--- config.mk ---
export PLATFORM = sky130hd
export DESIGN_NAME = uart_tx_fifo
export DESIGN_NICKNAME = d
export VERILOG_FILES = /design/src/rtl/uart_pkg.sv /design/src/rtl/uart_fifo.sv /design/src/rtl/uart_tx_fifo.sv
export SDC_FILE = /design/constraint.sdc
export NUM_CORES = 1
export LEC_CHECK = 0
export ABC_CLOCK_PERIOD_IN_PS = 2300
export CORE_MARGIN = 2
export CORE_UTILIZATION = 54
export CTS_BUF_LIST = sky130_fd_sc_hd__clkbuf_16
export CTS_CLUSTER_SIZE = 10
export DETAILED_ROUTE_END_ITERATION = 8
export PLACE_DENSITY = 0.74
export SYNTH_ARGS = -nofsm -noshare
export SYNTH_HDL_FRONTEND = slang
export SYNTH_SLANG_ARGS = --single-unit
--- constraint.sdc ---
create_clock -name clk_50M -period 2.3 [get_ports clk_50M]
set_input_delay 0.345 -clock clk_50M [delete_from_list [all_inputs] [get_ports clk_50M]]
set_output_delay 0.345 -clock clk_50M [all_outputs]
set_load 0.01 [all_outputs]
--- src/rtl/uart_pkg.sv ---
// rtl/uart_pkg.sv - shared UART types and baud-rate helper
package uart_pkg;

  typedef enum logic [1:0] {
    PAR_NONE = 2'd0,
    PAR_ODD  = 2'd1,
    PAR_EVEN = 2'd2
  } parity_e;

  typedef enum logic [2:0] {
    TX_IDLE   = 3'd0,
    TX_START  = 3'd1,
    TX_DATA   = 3'd2,
    TX_PARITY = 3'd3,
    TX_STOP   = 3'd4
  } tx_state_e;

  // Rounded clocks per bit; also used by the receiver.
  function automatic int clks_per_bit(input int clk_hz, input int baud);
    return (clk_hz + baud / 2) / baud;
  endfunction

endpackage

--- src/rtl/uart_fifo.sv ---
// rtl/uart_fifo.sv - synchronous FIFO with first-word fall-through read data
module uart_fifo
  import uart_pkg::*;
#(
  parameter int WIDTH = 8,
  parameter int DEPTH = 8
) (
  input  logic                   clk_i,
  input  logic                   rst_ni,
  input  logic                   push_i,
  input  logic [WIDTH-1:0]       wdata_i,
  input  logic                   pop_i,
  output logic [WIDTH-1:0]       rdata_o,
  output logic                   full_o,
  output logic                   empty_o,
  output logic [$clog2(DEPTH):0] count_o
);

  localparam int AW = $clog2(DEPTH);

  logic [WIDTH-1:0] mem_q [DEPTH];
  logic [AW-1:0]    wr_ptr_q;
  logic [AW-1:0]    rd_ptr_q;
  logic [AW:0]      count_q;
  logic             do_push;
  logic             do_pop;

  // A push while full is dropped even if a pop frees a slot on the same edge.
  assign full_o  = count_q == (AW + 1)'(DEPTH);
  assign empty_o = count_q == '0;
  assign do_push = push_i && !full_o;
  assign do_pop  = pop_i && !empty_o;
  assign rdata_o = mem_q[rd_ptr_q];
  assign count_o = count_q;

  always_ff @(posedge clk_i) begin
    if (do_push) mem_q[wr_ptr_q] <= wdata_i;
  end

  always_ff @(posedge clk_i or negedge rst_ni) begin
    if (!rst_ni) begin
      wr_ptr_q <= '0;
      rd_ptr_q <= '0;
      count_q  <= '0;
    end else begin
      if (do_push) wr_ptr_q <= wr_ptr_q + 1'b1;
      if (do_pop)  rd_ptr_q <= rd_ptr_q + 1'b1;
      case ({do_push, do_pop})
        2'b10:   count_q <= count_q + 1'b1;
        2'b01:   count_q <= count_q - 1'b1;
        default: count_q <= count_q;
      endcase
    end
  end

endmodule

--- src/rtl/uart_tx_fifo.sv ---
// rtl/uart_tx_fifo.sv - FIFO-buffered UART transmitter with configurable frame format
module uart_tx_fifo
  import uart_pkg::*;
#(
  parameter int CLK_HZ     = 50_000_000,
  parameter int BAUD       = 115_200,
  parameter int DATA_BITS  = 8,
  parameter int PARITY     = 0,
  parameter int STOP_BITS  = 1,
  parameter int FIFO_DEPTH = 8
) (
  input  logic                        clk_50M,
  input  logic                        rst_n,
  input  logic [DATA_BITS-1:0]        in_data,
  input  logic                        in_valid,
  output logic                        in_ready,
  output logic                        tx,
  output logic                        busy,
  output logic                        frame_done,
  output logic [$clog2(FIFO_DEPTH):0] fifo_count
);

  localparam int   CPB     = clks_per_bit(CLK_HZ, BAUD);
  localparam int   TW      = $clog2(CPB + 1);
  localparam int   CW      = $clog2(FIFO_DEPTH) + 1;
  localparam logic HAS_PAR = (PARITY != int'(PAR_NONE));
  localparam logic PAR_INV = (PARITY == int'(PAR_ODD));

  if (DATA_BITS < 5 || DATA_BITS > 9 || PARITY < 0 || PARITY > 2 ||
      STOP_BITS < 1 || STOP_BITS > 2 || FIFO_DEPTH < 2 ||
      (FIFO_DEPTH & (FIFO_DEPTH - 1)) != 0) begin : g_bad_params
    $error("uart_tx_fifo: illegal DATA_BITS/PARITY/STOP_BITS/FIFO_DEPTH");
  end

  tx_state_e            state_q, state_d;
  logic [TW-1:0]        timer_q, timer_d;
  logic [3:0]           bit_q, bit_d;
  logic [DATA_BITS-1:0] shift_q, shift_d;
  logic                 par_q, par_d;
  logic                 tx_q, tx_d;
  logic                 busy_q, busy_d;
  logic                 done_q, done_d;
  logic                 load;
  logic                 bit_end;
  logic                 push_en;
  logic                 fifo_full;
  logic                 fifo_empty;
  logic [DATA_BITS-1:0] fifo_rdata;

  uart_fifo #(
    .WIDTH(DATA_BITS),
    .DEPTH(FIFO_DEPTH)
  ) u_fifo (
    .clk_i  (clk_50M),
    .rst_ni (rst_n),
    .push_i (in_valid),
    .wdata_i(in_data),
    .pop_i  (load),
    .rdata_o(fifo_rdata),
    .full_o (fifo_full),
    .empty_o(fifo_empty),
    .count_o(fifo_count)
  );

  assign in_ready   = !fifo_full;
  assign push_en    = in_valid && !fifo_full;
  assign bit_end    = timer_q == TW'(CPB - 1);
  assign tx         = tx_q;
  assign busy       = busy_q;
  assign frame_done = done_q;

  always_comb begin
    state_d = state_q;
    shift_d = shift_q;
    par_d   = par_q;
    bit_d   = bit_q;
    timer_d = timer_q;
    load    = 1'b0;
    case (state_q)
      TX_IDLE:   load = !fifo_empty;
      TX_START:  if (bit_end) state_d = TX_DATA;
      TX_DATA: begin
        if (bit_end) begin
          shift_d = shift_q >> 1;
          if (bit_q == 4'(DATA_BITS - 1)) state_d = HAS_PAR ? TX_PARITY : TX_STOP;
          else                             bit_d   = bit_q + 1'b1;
        end
      end
      TX_PARITY: if (bit_end) state_d = TX_STOP;
      TX_STOP: begin
        // The last stop cycle chains straight into the next start bit when words are queued.
        if (bit_end) begin
          if (bit_q == 4'(STOP_BITS - 1)) begin
            load = !fifo_empty;
            if (fifo_empty) state_d = TX_IDLE;
          end else begin
            bit_d = bit_q + 1'b1;
          end
        end
      end
      default:   state_d = TX_IDLE;
    endcase

    if (load) begin
      state_d = TX_START;
      shift_d = fifo_rdata;
      par_d   = (^fifo_rdata) ^ PAR_INV;
    end

    if (state_d != state_q) begin
      timer_d = '0;
      bit_d   = '0;
    end else if (bit_end || state_q == TX_IDLE) begin
      timer_d = '0;
    end else begin
      timer_d = timer_q + 1'b1;
    end

    case (state_d)
      TX_START:  tx_d = 1'b0;
      TX_DATA:   tx_d = shift_d[0];
      TX_PARITY: tx_d = par_d;
      default:   tx_d = 1'b1;
    endcase

    busy_d = (state_d != TX_IDLE) || push_en || (fifo_count > CW'(1)) ||
             (fifo_count == CW'(1) && !load);
    done_d = (state_d == TX_STOP) && (timer_d == TW'(CPB - 1)) &&
             (bit_d == 4'(STOP_BITS - 1));
  end

  always_ff @(posedge clk_50M or negedge rst_n) begin
    if (!rst_n) begin
      state_q <= TX_IDLE;
      timer_q <= '0;
      bit_q   <= '0;
      shift_q <= '0;
      par_q   <= 1'b0;
      tx_q    <= 1'b1;
      busy_q  <= 1'b0;
      done_q  <= 1'b0;
    end else begin
      state_q <= state_d;
      timer_q <= timer_d;
      bit_q   <= bit_d;
      shift_q <= shift_d;
      par_q   <= par_d;
      tx_q    <= tx_d;
      busy_q  <= busy_d;
      done_q  <= done_d;
    end
  end

endmodule

==> results.json, run 1 <==
{
  "status": "complete, but fails checks",
  "violations": "negative setup slack",
  "ir_drop_mv": 0.688,
  "grt_setup_unrepaired": "yes",
  "die_x_um": 96.1,
  "insertion_delay_ns": 0.35,
  "synth-seq-cells": 102,
  "synth_area_um2": 4580,
  "die_area_um2": 9230,
  "ys_types": 54,
  "grt_pass1_vias": 2782,
  "min_period_over_period": 1.00,
  "hold_viol": 0,
  "cp_top_family": "simple AND/OR/NAND/NOR gates",
  "initial_core_util": 0.557,
  "area_growth_pct": 20.9,
  "worstSetupEndpointType": "flop",
  "worstSetupPathType": "reg -> reg",
  "crit_top_cell": "buf_4",
  "netlist_instances": 315,
  "grt_start_max_net_pins": 39,
  "syn_nets": 336,
  "fmax_mhz": 433,
  "r2r_setup_slack_ns": -0.009,
  "drive_above_1_share": 0.252,
  "die-height_um": 96.1,
  "startpoint_type": "flop",
  "cts_tree": "yes",
  "n_antenna_cell": 0,
  "gr-usage-all-layers": 0.206,
  "worst-slew-pin-transition_ns": 0.859,
  "crit_path_max_incr_delay_ns": 0.55,
  "rows": 33,
  "clockBufferDepth": 2,
  "synth_warnings": 0,
  "placed_area_um2": 5120,
  "p_per_area_nw_per_um2": 1170,
  "synth-edff-count": 64,
  "power.total_mw": 6.46,
  "maxSlewHeadroom": 0.428,
  "avgSynthCellArea_um2": 14.5,
  "clock-sinks": 102,
  "hold_path.class": "in -> async",
  "clk_pin_slew_ns": 0.07,
  "ioPinCount": 19,
  "worstPathRequired_ns": 2.50,
  "grt_first_pass_wirelength_um": 13900,
  "gp_congestion": 0.808,
  "setup_violations": 2,
  "path_cells": "or4b_4, buf_4, nor4_4, buf_4, o21a_1, mux2_4, a31oi_4, a2111oi_4",
  "skew_ns": 0.00846,
  "final_antenna_net_count": 0,
  "power_leakage_nw": 2.09,
  "synth_async_sr_flop_share": 0.373,
  "cts_root_buf": "clkbuf_16",
  "critical-path-slowest-cell": "or4b_4",
  "ys.flop_type": "edfxtp_1",
  "first_pass_iters": 4,
  "cts_made_buffers": 9,
  "final_area_um2": 5530,
  "routed_wl_um": 8640,
  "antenna_found_initial": 0,
  "io_buffers": 18,
  "cts_hold_buf": 0,
  "core_um2": 8220,
  "drt_iter0_drc": 140,
  "crit_buf_inv": 2,
  "hpwl_um": 5650,
  "cp_max_fo": 3,
  "via_per_inst": 5.66,
  "htreeDepth": 3,
  "maxCapViolations": 0,
  "period_needed_ns": 2.31,
  "nNetsFinal": 393,
  "worst_slack_ns": -0.00936,
  "drv_slew": 0,
  "drc": 0,
  "ys_seq_area_frac": 0.628,
  "wl_per_cell_um": 17.9,
  "grt.overflow.total": 0,
  "vias": 2728,
  "worstPathArrival_ns": 2.51
}
-- routing by layer --
layer  wire [um]  GRT usage  part of all wire
met1        3790      0.254              0.44
met2        4500      0.367              0.52
met3         231     0.0446             0.027
met4         116     0.0571             0.013
met5           0          0                 0
-- power breakdown --
group	internal, mW	switching, mW
clock network	0.781	0.750
logic	1.19	1.16
registers	2.35	0.226
total	4.32	2.14
-- final cells by class --
class                           count  area [um2]
Clock buffer                        9         225
Clock inverter                      7        88.8
Fill cell                         579        2680
Inverter                            8        30.0
Multi-Input combinational cell    196        1720
Sequential cell                   102        2870
Tap cell                          105         131
Timing Repair Buffer               55         469
-- final timing paths --
path / startpoint / endpoint / cells past startpoint
setup / recovery: timer_q[6]$_DFF_PN0_ / frame_done$_DFF_PN0_ / 8
hold / removal: rst_n / bit_q[0]$_DFF_PN0_ / 1
setup reg to reg: timer_q[6]$_DFF_PN0_ / frame_done$_DFF_PN0_ / 8
hold reg to reg: par_q$_DFF_PN0_ / par_q$_DFF_PN0_ / 2
max in group asynchronous: rst_n / u_fifo.rd_ptr_q[0]$_DFFE_PN0P_ / 1
min in group clk_50M: par_q$_DFF_PN0_ / par_q$_DFF_PN0_ / 2
-- logic make-up after synthesis --
family / share of synthesized area
xor gates and xnor gates: 0.0459
and+or+nand+nor: 0.112
adders and majority gates: 0.0273
buffers and inverters: 0.0145
DFF: 0.628
muxes: 0.113
AOI/OAI and AO/OA: 0.0601
-- synthesized netlist by cell type (2+ instances only) --
master / instances / area, um2
buf_2: 2 / 10.0
and3b_1: 2 / 17.5
inv_1: 7 / 26.3
xor2_1: 7 / 61.3
mux4_2: 16 / 360
dfrtp_1: 37 / 926
xnor2_1: 17 / 149
edfxtp_1: 64 / 1920
nand2_1: 17 / 63.8
nor2_1: 37 / 139
nor3_1: 6 / 30.0
nand3_1: 5 / 25.0
ha_1: 10 / 125
a21oi_1: 8 / 40.0
mux2i_1: 11 / 110
a221o_1: 6 / 60.1
nand4_1: 3 / 18.8
nand3b_1: 4 / 30.0
nand2b_1: 5 / 31.3
mux2_2: 4 / 45.0
and2_1: 2 / 12.5
o21ai_0: 6 / 30.0
clkbuf_1: 6 / 22.5
and4_1: 2 / 17.5
o211ai_1: 2 / 15.0
-- what timing repair did --
item                                    in CTS  in global routing
resized for setup                            0                 10
pin swaps                                    1                  6
hold endpoints to repair                     0                  0
setup buffers                                1                  4
endpoints found under the setup margin       3                 12
-- through the flow --
stage	hold slack, ns	std cells	util	TNS [ns]	worst slack (ns)
after floorplan	0.0494	315	-	-0.00148	-0.00148
after global placement	0.476	461	0.623	0	0.0515
after detailed placement	0.485	461	0.623	0	0.000423
after CTS	0.144	478	0.663	0	0.00180
after global routing	0.184	482	0.674	-0.487	-0.119
final	0.102	482	0.674	-0.00944	-0.00936
-- placed cells by master (no fill, tap or decap), drive strengths merged, types with 3 or more instances in the layout --
cell type	n
mux2i	11
nand2	17
nor3	7
xor2	7
ha	10
buf	38
mux2	4
nand2b	5
nand4	3
nand3	5
inv	10
dfrtp	37
edfxtp	64
a21oi	8
mux4	16
o21ai	6
clkinv	5
a221o	6
nand3b	4
nor2	38
clkdlybuf4s50	17
xnor2	17
clkbuf	9
-- state kept, by name, summed over array words and instances, names as in the netlist --
name,cells
u_fifo.mem_q,64
timer_q,9
shift_q,8
bit_q,4
u_fifo.count_o,4
state_q,3
u_fifo.rd_ptr_q,3
u_fifo.wr_ptr_q,3
busy,1
frame_done,1
par_q,1
tx,1
(Power assumes the default switching activity.)
==> run 2: changes to the inputs <==
CORE_MARGIN = not set   (was 2)
==> results.json, run 2 (synthesis gave the netlist of run 1 again) <==
{
  "status": "complete, but fails checks",
  "violations": "negative setup slack",
  "gp_congestion": 0.795,
  "top_regs": "u_fifo.mem_q x64, timer_q x9, shift_q x8",
  "p_seq_frac": 0.410,
  "initial_core_util": 0.557,
  "hold_slack_ns": 0.103,
  "path_cells": "or4b_4, or4_4, nand2_2, nand2_2, inv_2, ha_4, mux2i_1, nor2_1, xor2_1",
  "die_x_um": 94.1,
  "final_cell_mix": "edfxtp_1, nor2_1, dfrtp_1, buf_4",
  "worstSetupPathType": "reg -> reg",
  "clk_pin_slew_ns": 0.07,
  "crit_top_cell": "nand2_2",
  "nNetsFinal": 386,
  "drive_above_1_share": 0.235,
  "worstPathRequired_ns": 2.53,
  "io_buffers": 18,
  "antenna_found_initial": 0,
  "min_period_over_period": 1.01,
  "via_per_inst": 5.64,
  "cts_made_buffers": 9,
  "ir_drop_mv": 0.578,
  "insertion_delay_ns": 0.34,
  "p_switching_mw": 2.07,
  "rows": 33,
  "grt_setup_unrepaired": "yes",
  "cts_root_buf": "clkbuf_16",
  "r2r_cells": 9,
  "gr-usage-all-layers": 0.207,
  "crit_path_max_incr_delay_ns": 0.57,
  "drc": 0,
  "final_common_cell": "edfxtp_1",
  "period_needed_ns": 2.32,
  "wl_per_cell_um": 17.2,
  "place_ws_ns": -0.00511,
  "r2r-end": "u_fifo.count_o[2]$_DFFE_PN0P_",
  "cts_hold_buf": 0,
  "r2r_setup_slack_ns": -0.02,
  "maxSlewHeadroom": 0.433,
  "die-height_um": 94.1,
  "maxCapViolations": 0,
  "drt_iter0_drc": 103,
  "n_antenna_cell": 0,
  "top_register": "u_fifo.mem_q",
  "internal_power_mw": 4.29,
  "hold_path.class": "in -> async",
  "r2r-start": "timer_q[6]$_DFF_PN0_",
  "grt_pass1_vias": 2720,
  "worst_slack_ns": -0.0249,
  "skew_ns": 0.00753,
  "worstPathArrival_ns": 2.55,
  "hpwl_um": 5670,
  "switching_share": 0.325,
  "worstSetupEndpointType": "flop",
  "grt.overflow.total": 0,
  "grt_start_max_net_pins": 39,
  "final_antenna_net_count": 0,
  "setup_violations": 1,
  "fmax_mhz": 430,
  "startpoint_type": "flop",
  "routed_wl_um": 8190,
  "p_per_area_nw_per_um2": 1170,
  "cp_max_fo": 4,
  "ioPinCount": 19,
  "htreeDepth": 3,
  "power_leakage_nw": 2.05,
  "area_growth_pct": 18.8,
  "first_pass_iters": 4,
  "drv_slew": 0,
  "clockPowerShare": 0.234,
  "hold_viol": 0,
  "clock-sinks": 102,
  "vias": 2678,
  "worst-slew-pin-transition_ns": 0.850,
  "cts_tree": "yes",
  "critical-path-slowest-cell": "or4b_4",
  "clockBufferDepth": 2,
  "core_um2": 8220,
  "largest_reg_flops": 64,
  "pwr-share-comb": 0.356,
  "grt_first_pass_wirelength_um": 13300,
  "die_area_um2": 8850
}
## run 2: stage by stage
step | setup TNS, ns | utilization | total power [mW] | instances | instance area (um2)
global route | -0.495 | 0.662 | 6.74 | 475 | 5440
CTS | -0.0325 | 0.658 | 6.41 | 473 | 5400
detailed placement | -0.00511 | 0.620 | 4.90 | 457 | 5090
finish | -0.0249 | 0.662 | 6.36 | 475 | 5440
floorplan | -0.00148 | - | 4.20 | 315 | 4600
global placement | 0 | 0.620 | 4.82 | 457 | 5090
## run 2: cell type report
class,count,area (um2)
tap,105,131
multi-input combinational,196,1690
clock inverter,7,72.6
inverter,8,30.0
fill,579,2780
clock buffer,9,225
sequential,102,2870
timing repair buffer,48,417
## run 2: how the worst max path moves through the flow
stage / cells after the start / to / slack (ns) / start
after detailed placement: 9 / frame_done$_DFF_PN0_ / -0.005 / timer_q[1]$_DFF_PN0_
after CTS: 9 / u_fifo.count_o[2]$_DFFE_PN0P_ / -0.02 / timer_q[6]$_DFF_PN0_
after floorplan: 9 / u_fifo.count_o[2]$_DFFE_PN0P_ / -0.001 / timer_q[3]$_DFF_PN0_
after global routing: 9 / u_fifo.count_o[2]$_DFFE_PN0P_ / -0.11 / timer_q[6]$_DFF_PN0_
after global placement: 9 / frame_done$_DFF_PN0_ / 0.02 / timer_q[1]$_DFF_PN0_
final: 9 / u_fifo.count_o[2]$_DFFE_PN0P_ / -0.02 / timer_q[6]$_DFF_PN0_
## run 2: critical path: cells and delay by family, from the launching register on
kind,cells,cell delay (ns)
fa+ha+maj,1,0.15
buf+inv,1,0.10
simple gates,5,1.28
xor+xnor,1,0.13
mux,1,0.18
flops,1,0.38
## run 2: routing by layer
layer / GRT usage / vias up / wire, um
met5: 0 / - / 0
met4: 0.0615 / 0 / 106
met3: 0.0413 / 9 / 194
met2: 0.355 / 32 / 4210
met1: 0.267 / 1346 / 3670
li1: - / 1291 / -
## run 2: repair_timing
item | 4_1_cts | 5_1_grt
endpoints found under the setup margin | 2 | 11
buffers inserted | 0 | 2
pin swaps | 0 | 3
gates resized for setup | 2 | 6
## run 2: power by group through the flow
| stage | registers (mW) | logic, mW | clock network [mW] |
|---|---|---|---|
| after floorplan | 2.61 | 1.59 | 0 |
| after global placement | 2.62 | 2.21 | 0 |
| after detailed placement | 2.64 | 2.26 | 0 |
| after CTS | 2.61 | 2.29 | 1.52 |
| after global routing | 2.65 | 2.50 | 1.59 |
| final | 2.61 | 2.27 | 1.49 |
